===== src/rtl/dmem_bridge.sv =====
// Data-memory bridge: stalls the core while one handshaked bus transaction runs.
// Optional bus timeout is compiled in with `define DMEM_BRIDGE_TIMEOUT_EN.
module dmem_bridge #(
    parameter int TIMEOUT_CYCLES = 255
) (
    input  logic        clk,
    input  logic        reset,
    input  logic [31:0] data_addr,
    input  logic        should_read_mem,
    input  logic        should_write_mem,
    input  logic [31:0] mem_write_data,
    output logic [31:0] mem_read_data,
    output logic        stall,
    output logic        bus_req_valid,
    input  logic        bus_req_ready,
    output logic        bus_req_write,
    output logic [31:0] bus_req_addr,
    output logic [31:0] bus_req_wdata,
    input  logic        bus_resp_valid,
    input  logic [31:0] bus_resp_rdata,
    output logic        bus_error
);
    typedef enum logic [1:0] {IDLE, REQ, RESP, DONE} state_t;

    if (TIMEOUT_CYCLES < 1 || TIMEOUT_CYCLES > 65535) begin : g_bad_timeout
        $error("dmem_bridge: TIMEOUT_CYCLES out of range 1..65535");
    end

    state_t      state;
    logic [31:0] rdata_q;
    logic        mem_req;

    assign mem_req       = should_read_mem | should_write_mem;
    // Combinational so the very first cycle of an access already holds the PC.
    assign stall         = mem_req && (state != DONE);
    assign mem_read_data = rdata_q;

`ifdef DMEM_BRIDGE_TIMEOUT_EN
    logic [15:0] cnt;
    logic        timeout;

    // Fires on the cycle whose increment would make the count reach the limit.
    assign timeout = ({1'b0, cnt} + 17'd1) == 17'(TIMEOUT_CYCLES);

    always_ff @(posedge clk) begin
        if (reset) begin
            cnt <= '0;
        end else if (state == IDLE && mem_req) begin
            cnt <= '0;
        end else if (state == REQ || state == RESP) begin
            cnt <= cnt + 16'd1;
        end
    end
`else
    assign bus_error = 1'b0;
`endif

    always_ff @(posedge clk) begin
        if (reset) begin
            state         <= IDLE;
            bus_req_valid <= 1'b0;
            bus_req_write <= 1'b0;
            bus_req_addr  <= '0;
            bus_req_wdata <= '0;
            rdata_q       <= '0;
`ifdef DMEM_BRIDGE_TIMEOUT_EN
            bus_error     <= 1'b0;
`endif
        end else begin
            case (state)
                IDLE: begin
                    if (mem_req) begin
                        state         <= REQ;
                        bus_req_valid <= 1'b1;
                        bus_req_write <= should_write_mem;
                        bus_req_addr  <= data_addr & 32'hFFFF_FFFC;
                        bus_req_wdata <= mem_write_data;
                    end
                end
                REQ: begin
                    if (bus_req_ready) begin
                        state         <= RESP;
                        bus_req_valid <= 1'b0;
                    end
`ifdef DMEM_BRIDGE_TIMEOUT_EN
                    else if (timeout) begin
                        state         <= DONE;
                        bus_req_valid <= 1'b0;
                        rdata_q       <= '0;
                        bus_error     <= 1'b1;
                    end
`endif
                end
                RESP: begin
                    if (bus_resp_valid) begin
                        state <= DONE;
                        if (!bus_req_write) rdata_q <= bus_resp_rdata;
                    end
`ifdef DMEM_BRIDGE_TIMEOUT_EN
                    else if (timeout) begin
                        state     <= DONE;
                        rdata_q   <= '0;
                        bus_error <= 1'b1;
                    end
`endif
                end
                DONE: begin
                    state <= IDLE;
`ifdef DMEM_BRIDGE_TIMEOUT_EN
                    bus_error <= 1'b0;
`endif
                end
                default: state <= IDLE;
            endcase
        end
    end
endmodule


===== config.mk =====
export PLATFORM = sky130hd
export DESIGN_NAME = dmem_bridge
export DESIGN_NICKNAME = d
export VERILOG_FILES = /design/src/rtl/dmem_bridge.sv
export SDC_FILE = /design/constraint.sdc
export NUM_CORES = 1
export LEC_CHECK = 0
export CAP_MARGIN = 20
export CORE_MARGIN = 4
export CORE_UTILIZATION = 60
export DETAILED_ROUTE_END_ITERATION = 12
export DONT_BUFFER_PORTS = 1
export PLACE_DENSITY = 0.77
export SKIP_LAST_GASP = 1
export SLEW_MARGIN = 20
export SYNTH_ARGS = -nofsm -noshare
export SYNTH_HDL_FRONTEND = slang
export SYNTH_SLANG_ARGS = --single-unit

===== constraint.sdc =====
create_clock -name clk -period 3.23 [get_ports clk]
set_input_delay 0.646 -clock clk [delete_from_list [all_inputs] [get_ports clk]]
set_output_delay 0.646 -clock clk [all_outputs]
set_load 0.005 [all_outputs]

==> out/results.ini, run 1 <==
[outcome]
outcome = finished clean

[yosys]
synthSimpleGateAreaFrac_pct = 22.0
syn_inst = 445
synthXorXnorAreaFrac_pct = 0
synth_area_per_cell_um2 = 7.93
ys_top_cells_by_area = dfxtp_1 (56%), nand2_1 (20%), a21oi_1 (14%)
yosysMostFrequentCell = nand2_1
syn-cell-area_um2 = 3530
synth_compound_area_share_pct = 15.3
synthAdderAreaFrac_pct = 1.77
netlist_top_cells_count = nand2_1 (192), dfxtp_1 (98), a21oi_1 (97)
synth_top_family_by_area = simple AND/OR/NAND/NOR gates
async_reset_ff_share_pct = 0
synth.area.mux_share_pct = 0
yosysSeqAreaShare_pct = 55.6
yosys_warnings = 0
ys_types = 23
post-synth-top-area-cell = dfxtp_1
yosys_most_used_dff = dfxtp_1
ys_seq_elements = 98
synth-edff-count = 0
synth_top_area_share_pct = 55.6

[worst_hold_path]
min_to = bus_req_addr[3]
hold_depth = 1
hold_start = reset
hold_path.class = input port to register

[detailed_routing]
via_per_inst = 5.53
dr_wl_met3_um = 938
wirelength_met1_um = 2950
post-route-drc-count = 0
dr_total_vias = 2787
met2_length_um = 4090
routedWlPerCell_um = 16.2
wl_um = 8180
routed.top_layer = met4
drtIter0Drc = 157
drt-pass1-iter-count = 4
final_antenna_net_count = 0

[setup_path]
worstPathMaxFanout = 45
endpoint_kind = register
crit_start = state[1]
rr_startpoint = state[1]
cp-start-kind = register
reg2reg_depth = 6
crit_required_ns = 3.50
critPathKind = register to register
reg2reg_to = bus_req_wdata[6]
critPathArrivalTime_ns = 2.21
r2r_slack_ns = 1.29

[global_route]
grt.total_usage_pct = 22.3
grt_max_degree = 99
grt.overflow.total = 0
grt_pass1_vias = 2726
grt_pass1_wl_um = 13000
antenna_found_initial = 0

[timing]
report.final.setup_viol = 0
tightest_slew_ns = 0.669
min_period_over_period_pct = 60.1
finClkSkew_ns = 0.00862
slew_viol_final = 0
rsz0062_at_grt = false
timing_hold_violations_final = 0
timing.final.crit_period_ns = 1.94
hold-worst-slack_ns = 0.356
final.setup.tns_ns = 0
max_freq_mhz = 515
max_slew_margin_pct = 55.3

[clock_tree]
cts_tree = done
hold_buffers = 0
h-tree-depth = 3
cts_resized = 0
cts_root_buffer = clkbuf_8
post_cts.repair.setup_buffers = 0
clk_path_buf_depth = 2
numClockSinks = 98
cts_made_buffers = 9
clk_pin_slew_worst_paths_ns = 0.09
clk_latency_ns = 0.35

[cells_and_area]
multi_input_area_um2 = 1400
fin_area_um2 = 3670
diodes = 0
n_fill_cell = 485
fin_nets = 534
regArea_um2 = 1960
area_growth_pct = 4.11
drive_above_1_share_pct = 4.86

[floorplanning]
dieArea_um2 = 7170
io_pins = 202
start_util_pct = 62.9
core_um2 = 5610
die_h_um = 84.7
rows = 27
die_w_um = 84.7

[flow_run]
maxCapViolCount = 0

[placed_design]
portBuffers = 0
placed_area_um2 = 3480
place_congestion = 0.773
hpwl_um = 5780

[pwr]
p_leak_nw = 1.34
ir_drop_mv = 0.516
p_per_area_nw_per_um2 = 875

[cell families after synthesis]
family / after synthesis
fa+ha+maj: 5
flops: 98
other cells: 1
simple gates: 201
buf+inv: 36
compound gates: 104
[through the flow]
step / utilization (%) / setup slack [ns] / instances / power (W)
finish: 65.5 / 1.29 / 504 / 0.00321
global route: 65.5 / 1.05 / 504 / 0.00346
CTS: 65.5 / 1.23 / 504 / 0.00325
detailed placement: 62.0 / 1.19 / 488 / 0.00252
global placement: 62.0 / 1.25 / 488 / 0.00247
floorplan: - / 1.80 / 447 / 0.00238
[power by group]
group          total (W)  internal, W  switching (W)
registers        0.00167      0.00147       0.000207
clock network   0.000743     0.000344       0.000399
logic           0.000794     0.000259       0.000535
[state kept, by name, indices dropped and copies added (netlist names)]
register and cells:
bus_req_addr 30, bus_req_write 1, bus_req_valid 1, mem_read_data 32, state 2, bus_req_wdata 32
[worst max-delay path by stage]
stage	slack, ns	cells after the start	end
finish	1.29	6	bus_req_wdata[6]
global route	1.05	6	bus_req_addr[5]
CTS	1.23	5	mem_read_data[28]
detailed placement	1.19	4	bus_req_addr[12]
global placement	1.25	4	bus_req_wdata[31]
floorplan	1.80	3	state[1]
[placed cells by master, fill, tap and decap left out, drive strengths merged, types with 2 or more instances in the layout]
master,Yosys,final
o21ai,2,2
nand2,192,192
ha,5,5
buf,23,3
clkbuf,11,13
nor2,3,3
a21oi,97,97
nand2b,2,2
conb,1,3
inv,2,2
dfxtp,98,98
clkinvlp,0,3
[worst max-delay path: stages, from the launching register on]
cell	delay, ns
dfxtp_1	0.34
inv_1	0.13
ha_1	0.30
o21a_2	0.38
buf_4	0.46
nand2_1	0.11
a21oi_1	0.14
[final cells by class]
| class | instances | share of cell area [%] |
|---|---|---|
| timing repair buffer | 3 | 0.613 |
| inverter | 2 | 0.204 |
| clock buffer | 13 | 4.60 |
| clock inverter | 3 | 0.613 |
| sequential | 98 | 53.4 |
| multi-input combinational | 313 | 38.1 |
| tap | 72 | 2.45 |
[routing by layer]
| metal | GRT usage (%) | up-vias |
|---|---|---|
| li1 | - | 1386 |
| met1 | 24.1 | 1251 |
| met2 | 37.1 | 127 |
| met3 | 9.91 | 23 |
| met4 | 10.6 | 0 |
| met5 | 0 | - |
Power figures use the tool's default switching activity.
==> run 2: changes to the inputs <==
Clock period 3.23 ns to 1.8 ns, I/O delays scaled along.
==> out/results.ini, run 2 (synthesis results as in run 1) <==
[floorplanning]
dieArea_um2 = 7170  ; unchanged
core_um2 = 5610  ; unchanged
io_pins = 202  ; unchanged
die_h_um = 84.7  ; unchanged
start_util_pct = 62.9  ; unchanged
rows = 27  ; unchanged
die_w_um = 84.7  ; unchanged

[timing]
min_period_over_period_pct = 87.5  ; +27 points
report.final.setup_viol = 0  ; unchanged
finalWorstSetupSlack_ns = 0.224  ; -1.07 ns
max_freq_mhz = 635  ; +23%
hold-worst-slack_ns = 0.0805  ; -0.275 ns
slew_viol_final = 0  ; unchanged
finClkSkew_ns = 0.00943  ; +0.000814 ns
final.setup.tns_ns = 0  ; unchanged
timing.final.crit_period_ns = 1.58  ; -0.365 ns
rsz0062_at_grt = false
timing_hold_violations_final = 0  ; unchanged

[detailed_routing]
dr_total_vias = 2791  ; +0.14%
wl_um = 8270  ; +1.1%
post-route-drc-count = 0  ; unchanged
drtIter0Drc = 137  ; -13%
via_per_inst = 5.50  ; -0.45%
routedWlPerCell_um = 16.3  ; +0.51%
final_antenna_net_count = 0  ; unchanged
drt-pass1-iter-count = 4  ; unchanged

[clock_tree]
cts_resized = 0  ; unchanged
cts_made_buffers = 9  ; unchanged
cts_root_buffer = clkbuf_8
post_cts.repair.setup_buffers = 0  ; unchanged
hold_buffers = 0  ; unchanged
clk_latency_ns = 0.34  ; about the same
cts_tree = done
clk_path_buf_depth = 2  ; unchanged
numClockSinks = 98  ; unchanged
h-tree-depth = 3  ; unchanged
clk_pin_slew_worst_paths_ns = 0.09  ; about the same

[global_route]
grt.overflow.total = 0  ; unchanged
grt_pass1_wl_um = 12600  ; -3.1%
grt.total_usage_pct = 21.6  ; -0.66 points
antenna_found_initial = 0  ; unchanged
grt_max_degree = 99  ; unchanged
grt_pass1_vias = 2607  ; -4.4%

[placed_design]
portBuffers = 0  ; unchanged
hpwl_um = 5880  ; +1.7%
place_inst = 491  ; +0.61%
place_congestion = 0.813  ; +5.1%
post-place-ws_ns = 0.242  ; -0.948 ns

[cells_and_area]
fin_cells = 507  ; +0.60%
drive_above_1_share_pct = 5.29  ; +0.43 points
final_common_cell = nand2_1
n_fill_cell = 496  ; +2.3%
fin_nets = 537  ; +0.56%
area_growth_pct = 5.53
final_core_utilization_pct = 66.4  ; +0.89 points
diodes = 0  ; unchanged
layout_common_cells = nand2_1 (192), dfxtp_1 (98), a21oi_1 (97)

[worst_hold_path]
hold_path.class = input port to register

[flow_run]
maxCapViolCount = 0  ; unchanged

[pwr]
p_leak_nw = 1.37  ; +2.2%
p_per_area_nw_per_um2 = 1600  ; +82%
ir_drop_mv = 0.915  ; +77%

[setup_path]
endpoint_kind = register
critPathArrivalTime_ns = 1.85  ; -0.36 ns
critPathKind = register to register
crit_required_ns = 2.07  ; -1.43 ns
r2r_slack_ns = 0.22  ; -1.07 ns
cp-start-kind = register
worstPathMaxFanout = 5  ; -89%

[outcome]
outcome = finished clean

-- run 2: routing by layer --
metal  track usage [%]  share of wire (%)
met5                 0                  0
met4              9.06                2.0
met3              10.1                 12
met2              35.9                 50
met1              23.7                 36
-- run 2: through the flow --
| stage | cell area, µm² | total power, W |
|---|---|---|
| 2_1_floorplan | 3530 | 0.00426 |
| 3_3_place_gp | 3530 | 0.00456 |
| 3_5_place_dp | 3530 | 0.00464 |
| 4_1_cts | 3720 | 0.00600 |
| 5_1_grt | 3720 | 0.00636 |
| 6_report | 3720 | 0.00594 |
-- run 2: final timing paths --
kind | from | to | cells past startpoint
setup / recovery | state[0] | state[1] | 5
setup reg to reg | state[0] | state[1] | 5
hold reg to reg | mem_read_data[28] | mem_read_data[28] | 2
hold / removal | reset | bus_req_addr[31] | 1
-- run 2: power by group --
group          switching, W  leakage (nW)  internal (W)
registers          0.000372         0.802       0.00263
clock network      0.000726        0.0925      0.000646
logic              0.000989         0.472      0.000571
-- run 2: final cells by class --
type                       instances  area, µm²  area share, %
sequential                        98       1960           52.7
tap                               72       90.1           2.42
multi-input combinational        313       1400           37.5
inverter                           2       7.51          0.202
clock inverter                     6       67.6           1.82
clock buffer                      10        128           3.43
timing repair buffer               6       70.1           1.88
-- run 2: critical path: stages, from the launching register on --
cell	delay (ns)
dfxtp_1	0.36
inv_1	0.11
ha_1	0.28
or3b_1	0.44
a31o_1	0.20
a21oi_1	0.13
==> run 3: changes to the inputs <==
Settings changed: CORE_MARGIN 4 to unset.
==> out/results.ini, run 3 (synthesis results as in run 1) <==
[flow_run]
maxCapViolCount = 0  ; unchanged

[timing]
final.setup.tns_ns = 0  ; unchanged
rsz0062_at_grt = false
min_period_over_period_pct = 87.7  ; +0.11 points
timing.final.crit_period_ns = 1.58  ; +0.00192 ns
tightest_slew_ns = 0.625
finClkSkew_ns = 0.0129  ; +0.00343 ns
report.final.setup_viol = 0  ; unchanged
timing_hold_violations_final = 0  ; unchanged
max_slew_margin_pct = 58.2
max_freq_mhz = 634  ; -0.12%
slew_viol_final = 0  ; unchanged

[detailed_routing]
via_per_inst = 5.49  ; -0.29%
wl_um = 7560  ; -8.6%
post-route-drc-count = 0  ; unchanged
dr_total_vias = 2783  ; -0.29%
drt-pass1-iter-count = 7  ; +3
drtIter0Drc = 97  ; -29%
final_antenna_net_count = 0  ; unchanged
routedWlPerCell_um = 14.9  ; -8.6%

[global_route]
grt_pass1_wl_um = 11500  ; -8.6%
grt_max_degree = 99  ; unchanged
grt.total_usage_pct = 24.1  ; +2.5 points
antenna_found_initial = 0  ; unchanged
grt_pass1_vias = 2584  ; -0.88%
grt.overflow.total = 0  ; unchanged

[worst_hold_path]
hold_path.class = input port to register

[floorplanning]
die_h_um = 78.7  ; -7.1%
dieArea_um2 = 6190  ; -14%
start_util_pct = 63.3  ; +0.38 points
rows = 27  ; unchanged
io_pins = 202  ; unchanged
core_um2 = 5570  ; -0.60%
die_w_um = 78.7  ; -7.1%

[clock_tree]
hold_buffers = 0  ; unchanged
post_cts.repair.setup_buffers = 0  ; unchanged
cts_root_buffer = clkbuf_8
clk_path_buf_depth = 2  ; unchanged
numClockSinks = 98  ; unchanged
clk_pin_slew_worst_paths_ns = 0.09  ; about the same
clk_latency_ns = 0.36  ; +0.02 ns
cts_tree = done
cts_resized = 0  ; unchanged
cts_made_buffers = 9  ; unchanged
h-tree-depth = 3  ; unchanged

[placed_design]
portBuffers = 0  ; unchanged
hpwl_um = 5190  ; -12%
place_congestion = 0.715  ; -12%

[pwr]
p_per_area_nw_per_um2 = 1600  ; +0.18%
swShare_pct = 35.0  ; -0.18 points
power_w = 0.00596  ; +0.45%
power_frac_clock_pct = 23.3  ; +0.2 points
cell_internal_pwr_w = 0.00388  ; +0.73%
p_leak_nw = 1.38  ; +0.65%
power_frac_comb_pct = 26.5  ; +0.2 points
seqPwrFrac_pct = 50.3  ; -0.3 points
p_sw_w = 0.00209  ; about the same
ir_drop_mv = 0.874  ; -4.5%

[setup_path]
critPathArrivalTime_ns = 1.87  ; +0.02 ns
worstPathMaxFanout = 5  ; unchanged
cp-start-kind = register
critPathKind = register to register
endpoint_kind = register
crit_required_ns = 2.09  ; +0.02 ns

[cells_and_area]
final_common_cell = nand2_1
diodes = 0  ; unchanged
n_fill_cell = 491  ; -1.0%
multi_input_area_um2 = 1400  ; unchanged
drive_above_1_share_pct = 5.29  ; unchanged
layout_common_cells = nand2_1 (192), dfxtp_1 (98), a21oi_1 (97)
area_growth_pct = 5.82
fin_nets = 537  ; unchanged
regArea_um2 = 1960  ; unchanged

[outcome]
outcome = finished clean

==> run 3: critical path: stages, from the launching register on <==
cell and delay (ns):
dfxtp_1 0.35, inv_1 0.12, ha_1 0.28, or3b_1 0.44
a31o_1 0.20, a21oi_1 0.12
==> run 3: layout make-up <==
type | instances | area share [%]
inverters | 2 | 0.201
clock buffers | 10 | 3.42
flip-flops and latches | 98 | 52.6
clock inverters | 6 | 1.74
well taps | 72 | 2.41
repair buffers | 6 | 2.21
multi-input cells | 313 | 37.4
==> run 3: final timing paths <==
path	to	start	depth (start not counted)	slack, ns
max	state[1]	state[0]	5	0.22
min	bus_req_wdata[15]	reset	1	0.05
max reg2reg	state[1]	state[0]	5	0.22
min reg2reg	bus_req_wdata[15]	bus_req_wdata[15]	2	0.47
==> run 3: power groups by stage <==
stage	sequential [W]	clock (W)	combinational, W
after global routing	0.00306	0.00151	0.00181
after detailed placement	0.00306	0	0.00160
final	0.00300	0.00139	0.00158
after CTS	0.00301	0.00141	0.00160
after floorplan	0.00295	0	0.00132
after global placement	0.00304	0	0.00153
==> run 3: through the flow <==
stage	utilization, %	hold WS, ns	area, µm²	worst slack [ns]	instances
detailed placement	63.5	0.436	3540	0.246	491
finish	67.0	0.0503	3730	0.222	507
floorplan	-	0.453	3530	0.407	447
global placement	63.5	0.435	3540	0.294	491
CTS	67.0	0.0411	3730	0.215	507
global route	67.0	0.0285	3730	0.0809	507
==> run 3: routing by layer <==
metal	GRT usage, %	part of all wire, %	wire length [µm]	up-vias
met2	41.9	50	3810	128
met5	0	0	0	-
met3	10.6	11	804	17
met4	15.2	2.6	195	0
met1	23.1	36	2750	1247
li1	-	-	-	1391
